<file path="src/rtl/edge_evt_pkg.sv">
// Shared types for the edge-event arbiter: edge polarity and arbiter state.
package edge_evt_pkg;

    // Polarity of a delivered event, matching the evt_fall_o encoding.
    typedef enum logic {
        EDGE_RISE = 1'b0,
        EDGE_FALL = 1'b1
    } edge_e;

    // IDLE: nothing presented. HOLD: an event is presented on the stream.
    typedef enum logic {
        IDLE = 1'b0,
        HOLD = 1'b1
    } arb_state_e;

endpackage

</file>
<file path="src/rtl/edge_evt_chan.sv">
// One monitored line: edge detection, rise/fall pending bits, sticky
// overflow, and the choice of which pending edge is older.
module edge_evt_chan
    import edge_evt_pkg::*;
(
    input  logic clk_i,
    input  logic rst_i,
    input  logic clr_i,
    input  logic armed_i,
    input  logic d_i,
    input  logic en_i,
    input  logic rise_en_i,
    input  logic fall_en_i,
    input  logic grant_rise_i,
    input  logic grant_fall_i,
    output logic rise_pend_o,
    output logic fall_pend_o,
    output logic overflow_o,
    output logic sel_fall_o
);

    logic prev_q;
    logic rise_pend_q, rise_pend_d;
    logic fall_pend_q, fall_pend_d;
    logic overflow_q, overflow_d;
    logic rise_det, fall_det;

    assign rise_det = armed_i & en_i & rise_en_i &  d_i & ~prev_q;
    assign fall_det = armed_i & en_i & fall_en_i & ~d_i &  prev_q;

    // Pending bits: a new edge wins over a same-cycle grant; an edge hitting
    // an ungranted pending bit is lost and recorded as overflow.
    always_comb begin
        rise_pend_d = (rise_pend_q & ~grant_rise_i) | rise_det;
        fall_pend_d = (fall_pend_q & ~grant_fall_i) | fall_det;
        overflow_d  = overflow_q
                    | (rise_det & rise_pend_q & ~grant_rise_i)
                    | (fall_det & fall_pend_q & ~grant_fall_i);
    end

    // Line history plus pending/overflow state; clear keeps tracking the line.
    // NOTE: state registers use non-blocking assignments so every flop samples
    // pre-edge values regardless of statement order.
    always_ff @(posedge clk_i) begin
        if (rst_i) begin
            prev_q      <= 1'b0;
            rise_pend_q <= 1'b0;
            fall_pend_q <= 1'b0;
            overflow_q  <= 1'b0;
        end else if (clr_i) begin
            prev_q      <= d_i;
            rise_pend_q <= 1'b0;
            fall_pend_q <= 1'b0;
            overflow_q  <= 1'b0;
        end else begin
            prev_q      <= d_i;
            rise_pend_q <= rise_pend_d;
            fall_pend_q <= fall_pend_d;
            overflow_q  <= overflow_d;
        end
    end

    // With both edges pending, a line that is currently low last fell, so the
    // rise is older and goes first; a high line means the fall is older.
    assign sel_fall_o  = fall_pend_q & (~rise_pend_q | prev_q);
    assign rise_pend_o = rise_pend_q;
    assign fall_pend_o = fall_pend_q;
    assign overflow_o  = overflow_q;

endmodule

</file>
<file path="src/rtl/edge_event_arbiter.sv">
// Multi-channel edge-event scheduler: per-channel edge capture serialized
// round-robin onto a single valid/ready event stream.
module edge_event_arbiter
    import edge_evt_pkg::*;
#(
    parameter  int NumChan = 4,
    localparam int ChanW   = (NumChan > 1) ? $clog2(NumChan) : 1
) (
    input  logic                 clk_i,
    input  logic                 rst_i,
    input  logic                 clr_i,
    input  logic [NumChan-1:0]   d_i,
    input  logic [NumChan-1:0]   en_i,
    input  logic [NumChan-1:0]   rise_en_i,
    input  logic [NumChan-1:0]   fall_en_i,
    output logic                 evt_valid_o,
    input  logic                 evt_ready_i,
    output logic [ChanW-1:0]     evt_chan_o,
    output logic                 evt_fall_o,
    output logic [2*NumChan-1:0] pending_o,
    output logic [NumChan-1:0]   overflow_o
);

    arb_state_e         state_q, state_d;
    logic [ChanW-1:0]   ptr_q, ptr_d;
    logic [ChanW-1:0]   chan_q, chan_d;
    edge_e              fall_q, fall_d;
    logic               armed_q;

    logic [NumChan-1:0] rise_pend, fall_pend, pend_any, sel_fall;
    logic [NumChan-1:0] grant_rise, grant_fall;
    logic               sel_found;
    logic [ChanW-1:0]   sel_chan;
    int                 idx;

    for (genvar c = 0; c < NumChan; c++) begin : g_chan
        edge_evt_chan u_chan (
            .clk_i        (clk_i),
            .rst_i        (rst_i),
            .clr_i        (clr_i),
            .armed_i      (armed_q),
            .d_i          (d_i[c]),
            .en_i         (en_i[c]),
            .rise_en_i    (rise_en_i[c]),
            .fall_en_i    (fall_en_i[c]),
            .grant_rise_i (grant_rise[c]),
            .grant_fall_i (grant_fall[c]),
            .rise_pend_o  (rise_pend[c]),
            .fall_pend_o  (fall_pend[c]),
            .overflow_o   (overflow_o[c]),
            .sel_fall_o   (sel_fall[c])
        );
    end

    assign pend_any = rise_pend | fall_pend;

    // Round-robin pick: first channel with anything pending, from ptr upward.
    always_comb begin
        sel_found = 1'b0;
        sel_chan  = '0;
        idx       = 0;
        for (int i = 0; i < NumChan; i++) begin
            idx = int'(ptr_q) + i;
            if (idx >= NumChan) idx = idx - NumChan;
            if (!sel_found && pend_any[idx[ChanW-1:0]]) begin
                sel_found = 1'b1;
                sel_chan  = idx[ChanW-1:0];
            end
        end
    end

    // Next state, output registers and grants; loads when idle or on handshake.
    // NOTE: every signal gets a default before the branches so no path leaves
    // one unassigned, which would otherwise infer a latch.
    always_comb begin
        state_d    = state_q;
        ptr_d      = ptr_q;
        chan_d     = chan_q;
        fall_d     = fall_q;
        grant_rise = '0;
        grant_fall = '0;
        if ((state_q == IDLE) || evt_ready_i) begin
            if (sel_found) begin
                state_d = HOLD;
                chan_d  = sel_chan;
                fall_d  = sel_fall[sel_chan] ? EDGE_FALL : EDGE_RISE;
                ptr_d   = (sel_chan == ChanW'(NumChan - 1)) ? '0 : sel_chan + 1'b1;
                if (sel_fall[sel_chan]) grant_fall[sel_chan] = 1'b1;
                else                    grant_rise[sel_chan] = 1'b1;
            end else begin
                state_d = IDLE;
            end
        end
    end

    // Arbiter registers; armed drops for one cycle after reset or clear.
    always_ff @(posedge clk_i) begin
        if (rst_i || clr_i) begin
            state_q <= IDLE;
            ptr_q   <= '0;
            chan_q  <= '0;
            fall_q  <= EDGE_RISE;
            armed_q <= 1'b0;
        end else begin
            state_q <= state_d;
            ptr_q   <= ptr_d;
            chan_q  <= chan_d;
            fall_q  <= fall_d;
            armed_q <= 1'b1;
        end
    end

    assign evt_valid_o = (state_q == HOLD);
    assign evt_chan_o  = chan_q;
    assign evt_fall_o  = fall_q;
    assign pending_o   = {fall_pend, rise_pend};

endmodule
</file>
<file path="config.mk">
export PLATFORM = sky130hd
export DESIGN_NAME = edge_event_arbiter
export DESIGN_NICKNAME = d
export VERILOG_FILES = /design/src/rtl/edge_evt_pkg.sv /design/src/rtl/edge_evt_chan.sv /design/src/rtl/edge_event_arbiter.sv
export SDC_FILE = /design/constraint.sdc
export NUM_CORES = 1
export LEC_CHECK = 0
export ABC_AREA = 1
export CAP_MARGIN = 30
export CORE_AREA = 4 4 64 66
export CTS_CLUSTER_SIZE = 12
export DETAILED_ROUTE_END_ITERATION = 6
export DIE_AREA = 0 0 68 70
export HOLD_SLACK_MARGIN = 0.15
export PLACE_DENSITY_LB_ADDON = 0.12
export SLEW_MARGIN = 20
export SYNTH_ARGS = -nofsm -noshare
export SYNTH_HDL_FRONTEND = slang
export SYNTH_SLANG_ARGS = --single-unit
</file>
<file path="constraint.sdc">
create_clock -name clk_i -period 1.95 [get_ports clk_i]
set_clock_uncertainty 0.15 [all_clocks]
set_input_delay 0.195 -clock clk_i [delete_from_list [all_inputs] [get_ports clk_i]]
set_output_delay 0.195 -clock clk_i [all_outputs]
set_load 0.05 [all_outputs]
</file>
==> results of run 1 <==
[cell usage in the layout (no fill, tap or decap), types with 2 or more instances in the layout]
master and n:
clkdlybuf4s50_1 27, o21ai_0 5, a21oi_1 18, clkbuf_4 3
dlygate4sd2_1 2, nand3_1 11, dfxtp_2 3, nor2_4 4
dfxtp_4 2, buf_4 40, buf_6 2, o21ai_1 3
nand2_1 34, nand3_4 5, inv_1 20, nand2_4 7
ha_4 4, a21oi_2 3, nand2_2 13, inv_2 3
nand4_1 3, dfxtp_1 18, nor2_1 24, nand3_2 13
inv_4 3, nor2_2 3
[cells by family (layout without fill, tap and decap cells)]
family	Yosys count	after routing	synth area share [%]
AOI/OAI and AO/OA	31	31	10.9
adders and majority gates	4	4	3.38
buffers and inverters	42	104	14.7
DFF	23	23	31.1
and+or+nand+nor	117	117	40.0
[worst register-to-register path, delay by kind of cell (launching register included)]
kind	cells	cell delay [ns]
AND/OR/NAND/NOR	10	0.86
flip-flops	1	0.46
buffers and inverters	3	0.21
AO/OA/AOI/OAI	2	0.20
adder cells (fa/ha/maj)	1	0.13
[flip-flops by register name (all words and copies together) (netlist names), 2 cells and up]
name                       count
ptr_q                          2
evt_chan_o                     2
g_chan.u_chan.overflow_o       4
g_chan.u_chan.rise_pend_o      4
g_chan.u_chan.prev_q           4
g_chan.u_chan.fall_pend_o      4
[cell usage after synthesis, drive strengths merged]
| cell type | count | area [um^2] |
|---|---|---|
| nand4 | 3 | 18.8 |
| a211oi | 1 | 7.51 |
| a21oi | 21 | 105 |
| ha | 4 | 50.1 |
| nand3 | 29 | 210 |
| dfxtp | 23 | 460 |
| nor2 | 31 | 134 |
| buf | 13 | 101 |
| clkbuf | 1 | 3.75 |
| nand2 | 54 | 230 |
| inv | 28 | 113 |
| o21ai | 9 | 48.8 |
[worst paths after layout]
path              start                           to  slack (ns)
min              d_i[3]      g_chan[3].u_chan.prev_q        0.31
max            ptr_q[0]  g_chan[3].u_chan.overflow_o       -0.19
min reg2reg  evt_fall_o                   evt_fall_o        0.33
max reg2reg    ptr_q[0]  g_chan[3].u_chan.overflow_o       -0.19
[routing by layer]
layer  vias up  routed length [um]  global-route usage, %
met2        26                1930                   27.3
met5         -                   0                      0
li1        808                   -                      -
met1       680                1660                   22.0
met4         0                  97                   6.40
met3         9                 136                   3.05
[per-stage QoR]
step	util (%)	instances	hold slack, ns	instance area [um^2]	setup WS (ns)
floorplan	-	217	0.116	1530	-0.0914
global placement	57.4	317	0.308	2060	-0.259
detailed placement	57.4	317	0.310	2060	-0.281
CTS	62.4	324	0.306	2230	-0.168
global route	64.6	327	0.321	2310	-0.337
finish	64.6	327	0.312	2310	-0.190
[layout make-up]
| type | instances | area, um^2 |
|---|---|---|
| sequential | 23 | 472 |
| multi-input combinational | 152 | 1010 |
| fill | 334 | 1270 |
| inverter | 28 | 125 |
| clock buffer | 4 | 26.3 |
| tap | 48 | 60.1 |
| timing repair buffer | 72 | 623 |
[repair_timing]
action / 4_1_cts / 5_1_grt
buffers inserted: 3 / 3
endpoints found under the setup margin: 17 / 18
gates resized for setup: 39 / 16
pin swaps: 23 / 8
==> results by group, run 1 <==
Outcome
  – Status: complete, but fails checks
  – Failing checks: setup timing

Drt
  – DRC: 0
  – Routed vias/inst: between 4 and 5
  – Routed WL: 3820 um
  – Detail Route Antenna Nets: 0
  – Initial DRC Count: between 40 and 50
  – Routed length per instance: 11.7 um
  – Via total after detailed routing: around 1500
  – Initial DRT Pass Iterations: 4

STA
  – Min Tclk post-route: approximately 2.1 ns
  – Unrepaired setup endpoints after global routing: yes
  – Post-route setup TNS: -1.98 ns
  – Max_slew headroom: approximately 66%
  – Final Worst Setup Slack: -0.190 ns
  – F_max: 467 MHz
  – Pins Over Slew Limit: 0
  – Hold Violations, Final: 0
  – Final setup viols: 15
  – Period utilisation layout: 110%
  – Worst-margin pin slew: 0.512 ns

Place
  – Detailed-placement wirelength estimate: 2970 um
  – GPL Wtd Cong: between 0.8 and 0.9
  – Port Buffer Count: 35

Worst setup path
  – Reg2Reg Depth: 16
  – CP bufs+invs: 3
  – CP most frequent cell: nand2_4
  – CP endpoint kind: flip-flop
  – Required time of the critical path: slightly below 2 ns
  – Critical-path maximum fanout: 8
  – Crit Path Category: flip-flop to flip-flop
  – Critical path, cell by cell: inv_8, nand2_4, nand2_4, nand3_4, nand2_4, nor2_4, nand3_2, nand3_2, nand2_4, inv_6, ha_4, inv_2, nor2_1, nand3_1, a21oi_1, a21oi_1
  – Critical-path top delay cell: dfxtp_4
  – Worst path arrival time: 2.17 ns
  – Setup crit start kind: flip-flop
  – WP depth: 16
  – Crit-path max cell delay: around 0.46 ns
  – Delay-heaviest family, CP: simple AND/OR/NAND/NOR gates

Synthesis
  – Avg Inst Size Synth: 6.83 um^2
  – Ys Warns: 0
  – Register area share after synthesis: 31.1%
  – Post-Synthesis Cells: 217
  – Flops & latches, synth: 23
  – Yosys cell types: 22
  – Synth Cell Area: 1480 um^2
  – Syn_nets: 241

Global route
  – Vias in the first global route: 1377
  – Largest net degree at the start of global routing: 15
  – Tot GR Track Use: 17.0%
  – Initial antenna violation count: 0
  – Remaining global-route overflow: 0
  – First-pass GRT wire length: approximately 6200 um

Clock network
  – H-tree depth: 1
  – Root Driver: clkbuf_4
  – Total CTS buffers: 3
  – CTS Sinks: 23
  – CTS tree: done
  – Hold_buf cts: 0
  – Clk_lat worst skew: 0.31 ns
  – Maximum root-to-sink buffer count: 2
  – CTS clk-pin slew, worst paths: around 0.12 ns

Cells and area
  – Layout area overhead: 55.9%
  – Final net count: 304
  – Ant diodes: 0
  – Ratio of cells with drive above 1 in the final layout: 39.8%

Flow run
  – Max-cap viol count: 0

Worst hold path
  – Hold path cells: 3
  – Hold WC Path Type: input pin to flip-flop

Die
  – Die height: 70 um
  – Core Region: 3580 um^2
  – Initial Util: between 40% and 50%
  – FP Rows: 22
  – DIE AREA: roughly 4800 um^2
  – Die X: 68 um
  – IO Pins: 36
Power of run 1 is not shown: default switching activity piles up to over one toggle a cycle in this logic, so the estimate is an artifact.
==> run 2: changes to the inputs <==
==> constraint.sdc (replaced) <==
create_clock -name clk_i -period 1.95 [get_ports clk_i]
set_clock_uncertainty 0.15 [all_clocks]
set_input_delay 0.2925 -clock clk_i [delete_from_list [all_inputs] [get_ports clk_i]]
set_output_delay 0.2925 -clock clk_i [all_outputs]
set_load 0.05 [all_outputs]
==> results by group, run 2 (same netlist as run 1, synthesis figures left out) <==
Outcome
  – Status: complete, but fails checks (unchanged)
  – Failing checks: setup timing (unchanged)

STA
  – Final setup viols: 16 (was 15)
  – Unrepaired setup endpoints after global routing: yes (unchanged)
  – Max_slew headroom: 66.1% (was 65.9%)
  – Period utilisation layout: 112% (was 110%)
  – Fin Hold WS: 0.335 ns (was 0.312 ns)
  – Hold Violations, Final: 0 (unchanged)
  – Final Worst Setup Slack: -0.240 ns (was -0.190 ns)
  – Worst-margin pin slew: 0.508 ns (was 0.512 ns)
  – Min Tclk post-route: 2.19 ns (was 2.14 ns)
  – Post-route setup TNS: -2.52 ns (was -1.98 ns)
  – F_max: 457 MHz (was 467 MHz)
  – Pins Over Slew Limit: 0 (unchanged)

Worst setup path
  – Crit Path Category: flip-flop to flip-flop (unchanged)
  – Critical-path maximum fanout: 8 (unchanged)
  – Reg2Reg Depth: 16 (unchanged)
  – CP endpoint kind: flip-flop (unchanged)
  – Worst path arrival time: 2.25 ns (was 2.17 ns)
  – Required time of the critical path: 2.01 ns (was 1.98 ns)
  – Setup crit start kind: flip-flop (unchanged)

Place
  – Detailed-placement wirelength estimate: 3070 um (was 2970 um)
  – Port Buffer Count: 35 (unchanged)
  – Post-place setup slack: -0.272 ns (was -0.281 ns)
  – GPL Wtd Cong: 0.796 (was 0.834)

Die
  – Initial Util: 41.4% (unchanged)
  – IO Pins: 36 (unchanged)
  – FP Rows: 22 (unchanged)
  – Die X: 68 um (unchanged)
  – DIE AREA: 4760 um^2 (unchanged)
  – Core Region: 3580 um^2 (unchanged)
  – Die height: 70 um (unchanged)

Cells and area
  – Layout area overhead: 54.8% (was 55.9%)
  – Ratio of cells with drive above 1 in the final layout: 41.8% (was 39.8%)
  – Commonest non-fill, non-tap cells in the layout: 48 x buf_4, 33 x nand2_1, 25 x nor2_1 (was 40 x buf_4, 34 x nand2_1, 27 x clkdlybuf4s50_1)
  – Final net count: 307 (was 304)
  – Ant diodes: 0 (unchanged)
  – Commonest non-fill, non-tap cell in the layout: buf_4 (unchanged)
  – FILL cells: 324 (was 334)

Flow run
  – Max-cap viol count: 0 (unchanged)

Worst hold path
  – Hold WC Path Type: flip-flop to flip-flop (was input pin to flip-flop)
  – Hold path cells: 2 (was 3)

Clock network
  – CTS Sinks: 23 (unchanged)
  – Clk_lat worst skew: 0.33 ns (was 0.31 ns)
  – Root Driver: clkbuf_4 (unchanged)
  – Total CTS buffers: 3 (unchanged)
  – H-tree depth: 1 (unchanged)
  – Maximum root-to-sink buffer count: 2 (unchanged)
  – CTS tree: done (unchanged)
  – CTS clk-pin slew, worst paths: 0.13 ns (was 0.12 ns)

Drt
  – Routed WL: 4060 um (was 3820 um)
  – Routed length per instance: 12.3 um (was 11.7 um)
  – Initial DRC Count: 64 (was 46)
  – DRC: 0 (unchanged)
  – Detail Route Antenna Nets: 0 (unchanged)
  – Routed vias/inst: 4.77 (was 4.66)
  – Via total after detailed routing: 1573 (was 1523)
  – Initial DRT Pass Iterations: 4 (unchanged)

Global route
  – Vias in the first global route: 1528 (was 1377)
  – Initial antenna violation count: 0 (unchanged)
  – First-pass GRT wire length: 6710 um (was 6240 um)
  – Remaining global-route overflow: 0 (unchanged)
  – Tot GR Track Use: 18.0% (was 17.0%)
  – Largest net degree at the start of global routing: 15 (unchanged)
## run 2: cell types whose count changed in the layout (fill, tap and decap cells not counted), sizes merged
cell / change
buf: +10
clkbuf: -1
clkdlybuf4s50: -8
clkinv: +1
clkinvlp: +1
dlygate4sd2: -1
dlymetal6s2s: +1
## run 2: layout make-up
type                            instances  area (um^2)  area share, %
Inverter                               28          123           5.34
Timing Repair inverter                  1         7.51          0.327
Timing Repair Buffer                   74          629           27.4
Clock buffer                            3         22.5          0.981
Clock inverter                          1         5.00          0.218
Tap cell                               48         60.1           2.62
Multi-Input combinational cell        152          977           42.6
Sequential cell                        23          470           20.5
## run 2: repair_timing
| item | CTS | global route |
|---|---|---|
| buffers inserted | 3 | 3 |
| hold buffers | 0 | 0 |
| hold endpoints to repair | 0 | 0 |
| cloned | 0 | 1 |
| endpoints found under the setup margin | 18 | 19 |
| gates resized for setup | 31 | 17 |
| pin swaps | 20 | 9 |
## run 2: worst paths after layout
path,startpoint,end,slack (ns)
max reg2reg,ptr_q[0],g_chan[2].u_chan.overflow_o,-0.24
min,evt_fall_o,evt_fall_o,0.34
max,ptr_q[0],g_chan[2].u_chan.overflow_o,-0.24
min reg2reg,evt_fall_o,evt_fall_o,0.34
## run 2: worst max-delay path: stages (launching register included)
cell,delay (ns)
dfxtp_4,0.46
inv_8,0.06
nand2_2,0.06
nand2_2,0.07
nand3_2,0.07
nand2_2,0.06
nor2_4,0.17
nand2_1,0.10
nand3_2,0.11
nand2_4,0.10
inv_6,0.10
ha_4,0.12
inv_1,0.03
nor2_1,0.08
nand3_1,0.10
a21oi_1,0.14
a21oi_1,0.07
## run 2: routing by layer
layer | global-route usage, % | routed length, um | vias up | share of wire, %
met4 | 5.74 | 65 | 0 | 1.6
li1 | - | - | 815 | -
met2 | 30.6 | 2110 | 24 | 52
met3 | 2.89 | 142 | 7 | 3.5
met1 | 22.5 | 1740 | 727 | 43
met5 | 0 | 0 | - | 0
## run 2: stage by stage
stage	instance area [um^2]	util, %	cells
detailed placement	2050	57.3	319
CTS	2220	62.0	326
global placement	2050	57.3	319
floorplan	1530	-	217
global route	2290	64.1	330
finish	2290	64.1	330
Power of run 2 is left out for the same reason.
==> run 3: changes to the inputs <==
RECOVER_POWER = 50   (was unset)
SYNTH_HIERARCHICAL = 1   (was unset)
==> results by group, run 3 <==
Die
  – IO Pins: 36 (unchanged)
  – Initial Util: 41.5% (was 41.4%)
  – DIE AREA: 4760 um^2 (unchanged)
  – FP Rows: 22 (unchanged)
  – Die X: 68 um (unchanged)
  – Core Region: 3580 um^2 (unchanged)
  – Die height: 70 um (unchanged)

STA
  – Hold Violations, Final: 0 (unchanged)
  – Final Worst Setup Slack: -0.328 ns (was -0.240 ns)
  – Worst-margin pin slew: 0.595 ns (was 0.508 ns)
  – Fin Hold WS: 0.369 ns (was 0.335 ns)
  – Min Tclk post-route: 2.28 ns (was 2.19 ns)
  – Post-route setup TNS: -3.65 ns (was -2.52 ns)
  – Pins Over Slew Limit: 0 (unchanged)
  – Final setup viols: 15 (was 16)
  – Period utilisation layout: 117% (was 112%)
  – Unrepaired setup endpoints after global routing: yes (unchanged)
  – Max_slew headroom: 60.5% (was 66.1%)
  – F_max: 439 MHz (was 457 MHz)

Clock network
  – H-tree depth: 1 (unchanged)
  – Total CTS buffers: 3 (unchanged)
  – CTS Sinks: 23 (unchanged)
  – Maximum root-to-sink buffer count: 2 (unchanged)
  – CTS clk-pin slew, worst paths: 0.13 ns (about the same)
  – CTS tree: done (unchanged)
  – Root Driver: clkbuf_4 (unchanged)
  – Clk_lat worst skew: 0.33 ns (about the same)
  – Hold_buf cts: 0 (unchanged)

Synthesis
  – Yosys cell types: 20 (was 22)
  – Synth area leader: dfxtp_1 (unchanged)
  – Synth top area cells: dfxtp_1 31%, nor2_1 15%, nand2_1 12%, inv_1 12%, nand3_1 7.4% (was dfxtp_1 31%, nand2_1 11%, a21oi_1 7.1%, nor2_1 7.1%, nand3_1 6.4%)
  – Avg Inst Size Synth: 6.06 um^2 (was 6.83 um^2)
  – Synth top area share: 31.0% (was 31.1%)
  – Register area share after synthesis: 31.0% (was 31.1%)
  – Synth Cell Area: 1480 um^2 (about the same)
  – Flops & latches, synth: 23 (unchanged)
  – Most numerous cell in the Yosys netlist: nor2_1 (was nand2_1)
  – Post-synth EDFFs: 0 (unchanged)
  – Most used DFF post-synth: dfxtp_1 (unchanged)
  – Syn_nets: 269 (was 241)
  – Post-Synthesis Cells: 245 (was 217)
  – Ys async rst share: 0% (unchanged)
  – Ys Warns: 6 (was 0)
  – Top cells by count, synth: 61 x nor2_1, 48 x nand2_1, 47 x inv_1 (was 45 x nand2_1, 28 x nor2_1, 24 x inv_1)

Worst setup path
  – Critical path, cell by cell: nor2_4, nand2_4, nand2_4, nand2_2, nand2_4, nand2_4, nand2_2, nand3_4, a21oi_4, nand3_4, nand2_4, nand2_4, nor2_2, nor2_2, nand3_1, nand3_1, nand2_1, inv_1 (was inv_8, nand2_2, nand2_2, nand3_2, nand2_2, nor2_4, nand2_1, nand3_2, nand2_4, inv_6, ha_4, inv_1, nor2_1, nand3_1, a21oi_1, a21oi_1)
  – Critical-path top delay cell: dfxtp_4 (unchanged)
  – Required time of the critical path: 2.04 ns (was 2.01 ns)
  – Crit-path max cell delay: 0.37 ns (was 0.46 ns)
  – CP most frequent cell: nand2_4 (was nand2_2)
  – CP endpoint kind: flip-flop (unchanged)
  – Critical-path maximum fanout: 4 (was 8)
  – Setup crit start kind: flip-flop (unchanged)
  – Worst path arrival time: 2.37 ns (was 2.25 ns)
  – R2R Setup Slk: -0.33 ns (was -0.24 ns)
  – Crit Path Category: flip-flop to flip-flop (unchanged)

Pwr
  – Psw: 767 uW
  – Cell internal pwr: between 900 and 1000 uW
  – Clk pwr share: approximately 13%
  – Leakage: 0.00122 uW
  – Switching Fraction: 43.7%
  – Logic pwr share: 57.6%
  – Tot Pwr: 1750 uW
  – Sequential Power Share: 29.0%
  – Worst vdd ir: 0.408 mV
  – Pwr per Cell Area: approximately 690 nW/um^2

Global route
  – Vias in the first global route: 1588 (was 1528)
  – Remaining global-route overflow: 0 (unchanged)
  – First-pass GRT wire length: 6780 um (was 6710 um)
  – Initial antenna violation count: 0 (unchanged)
  – Largest net degree at the start of global routing: 13 (was 15)
  – Tot GR Track Use: 18.3% (was 18.0%)

Drt
  – Routed WL: 4340 um (was 4060 um)
  – DRC: 0 (unchanged)
  – Routed vias/inst: 4.72 (was 4.77)
  – Via total after detailed routing: 1727 (was 1573)
  – Initial DRT Pass Iterations: 4 (unchanged)
  – Detail Route Antenna Nets: 0 (unchanged)
  – Routed length per instance: 11.9 um (was 12.3 um)
  – Initial DRC Count: 66 (was 64)

Worst hold path
  – Hold WC Path Type: input pin to flip-flop (was flip-flop to flip-flop)

Cells and area
  – Final net count: 343 (was 307)
  – Commonest non-fill, non-tap cell in the layout: nor2_1 (was buf_4)
  – FILL cells: 317 (was 324)
  – Ratio of cells with drive above 1 in the final layout: 38.7% (was 41.8%)
  – Ant diodes: 0 (unchanged)
  – Commonest non-fill, non-tap cells in the layout: 51 x nor2_1, 43 x inv_1, 36 x buf_4 (was 48 x buf_4, 33 x nand2_1, 25 x nor2_1)
  – Layout area overhead: 72.1% (was 54.8%)

Place
  – GPL Wtd Cong: 0.920 (was 0.796)
  – Port Buffer Count: 35 (unchanged)
  – Detailed-placement wirelength estimate: 2960 um (was 3070 um)

Outcome
  – Status: complete, but fails checks (unchanged)
  – Failing checks: setup timing (unchanged)

Flow run
  – Max-cap viol count: 0 (unchanged)
## run 3: changes by cell type after synthesis, sizes merged
| cell | before | now |
|---|---|---|
| o21ai | 9 | 6 |
| nor2 | 31 | 62 |
| nand3 | 29 | 28 |
| buf | 13 | 1 |
| a21oi | 21 | 12 |
| inv | 28 | 50 |
| nor3 | 0 | 1 |
| o21a | 0 | 2 |
| clkbuf | 1 | 0 |
| a211oi | 1 | 0 |
| nand2 | 54 | 53 |
## run 3: metal layers
layer	GRT usage, %	wire (um)
met1	22.7	1840
met5	0	0
met2	30.0	2260
met3	3.05	175
met4	8.39	64
## run 3: power groups by stage
stage                     combinational [uW]  clock, uW  sequential, uW
after floorplan                          370          0             575
after global placement                   690          0             516
after detailed placement                 694          0             516
after CTS                                771        242             507
after global routing                    1090        257             512
final                                   1010        234             509
## run 3: final timing paths
check,from,end,cells past startpoint
setup / recovery,g_chan[2].u_chan/fall_pend_o,g_chan[0].u_chan/overflow_o,18
hold / removal,d_i[1],g_chan[1].u_chan/prev_q,3
setup reg to reg,g_chan[2].u_chan/fall_pend_o,g_chan[0].u_chan/overflow_o,18
hold reg to reg,evt_chan_o[0],evt_chan_o[0],2
## run 3: repair_timing
| item | CTS | global route |
|---|---|---|
| buffers inserted | 4 | 4 |
| setup endpoints to repair | 18 | 19 |
| resized for setup | 38 | 54 |
| pin swaps | 18 | 12 |
## run 3: metrics by stage
stage               setup WS [ns]  area, um^2  util [%]  instances
finish                     -0.328        2550      71.4        366
global route               -0.514        2550      71.4        366
CTS                        -0.274        2330      65.1        362
detailed placement         -0.324        2140      59.8        354
global placement           -0.300        2140      59.8        354
floorplan                  -0.109        1550         -        245
## run 3: critical path, delay by kind of cell, from the launching register on
kind	cells	cell delay, ns
simple gates	16	1.41
flops	1	0.37
compound gates	1	0.22
buf+inv	1	0.04
## run 3: final cells by class
class                      count  area (um^2)  area share, %
inverter                      50          209           8.18
tap                           48         60.1           2.35
timing repair buffer          70          597           23.4
clock buffer                   4         26.3           1.03
sequential                    23          495           19.4
multi-input combinational    171         1170           45.7
## run 3: cells by family after synthesis
logic type | after synthesis | synth area share [%]
flip-flops | 23 | 31.0
buffers and inverters | 51 | 13.7
AND/OR/NAND/NOR | 147 | 44.0
AO/OA/AOI/OAI | 20 | 7.84
adder cells (fa/ha/maj) | 4 | 3.37
Note: power is estimated with default switching activity, not from simulation.
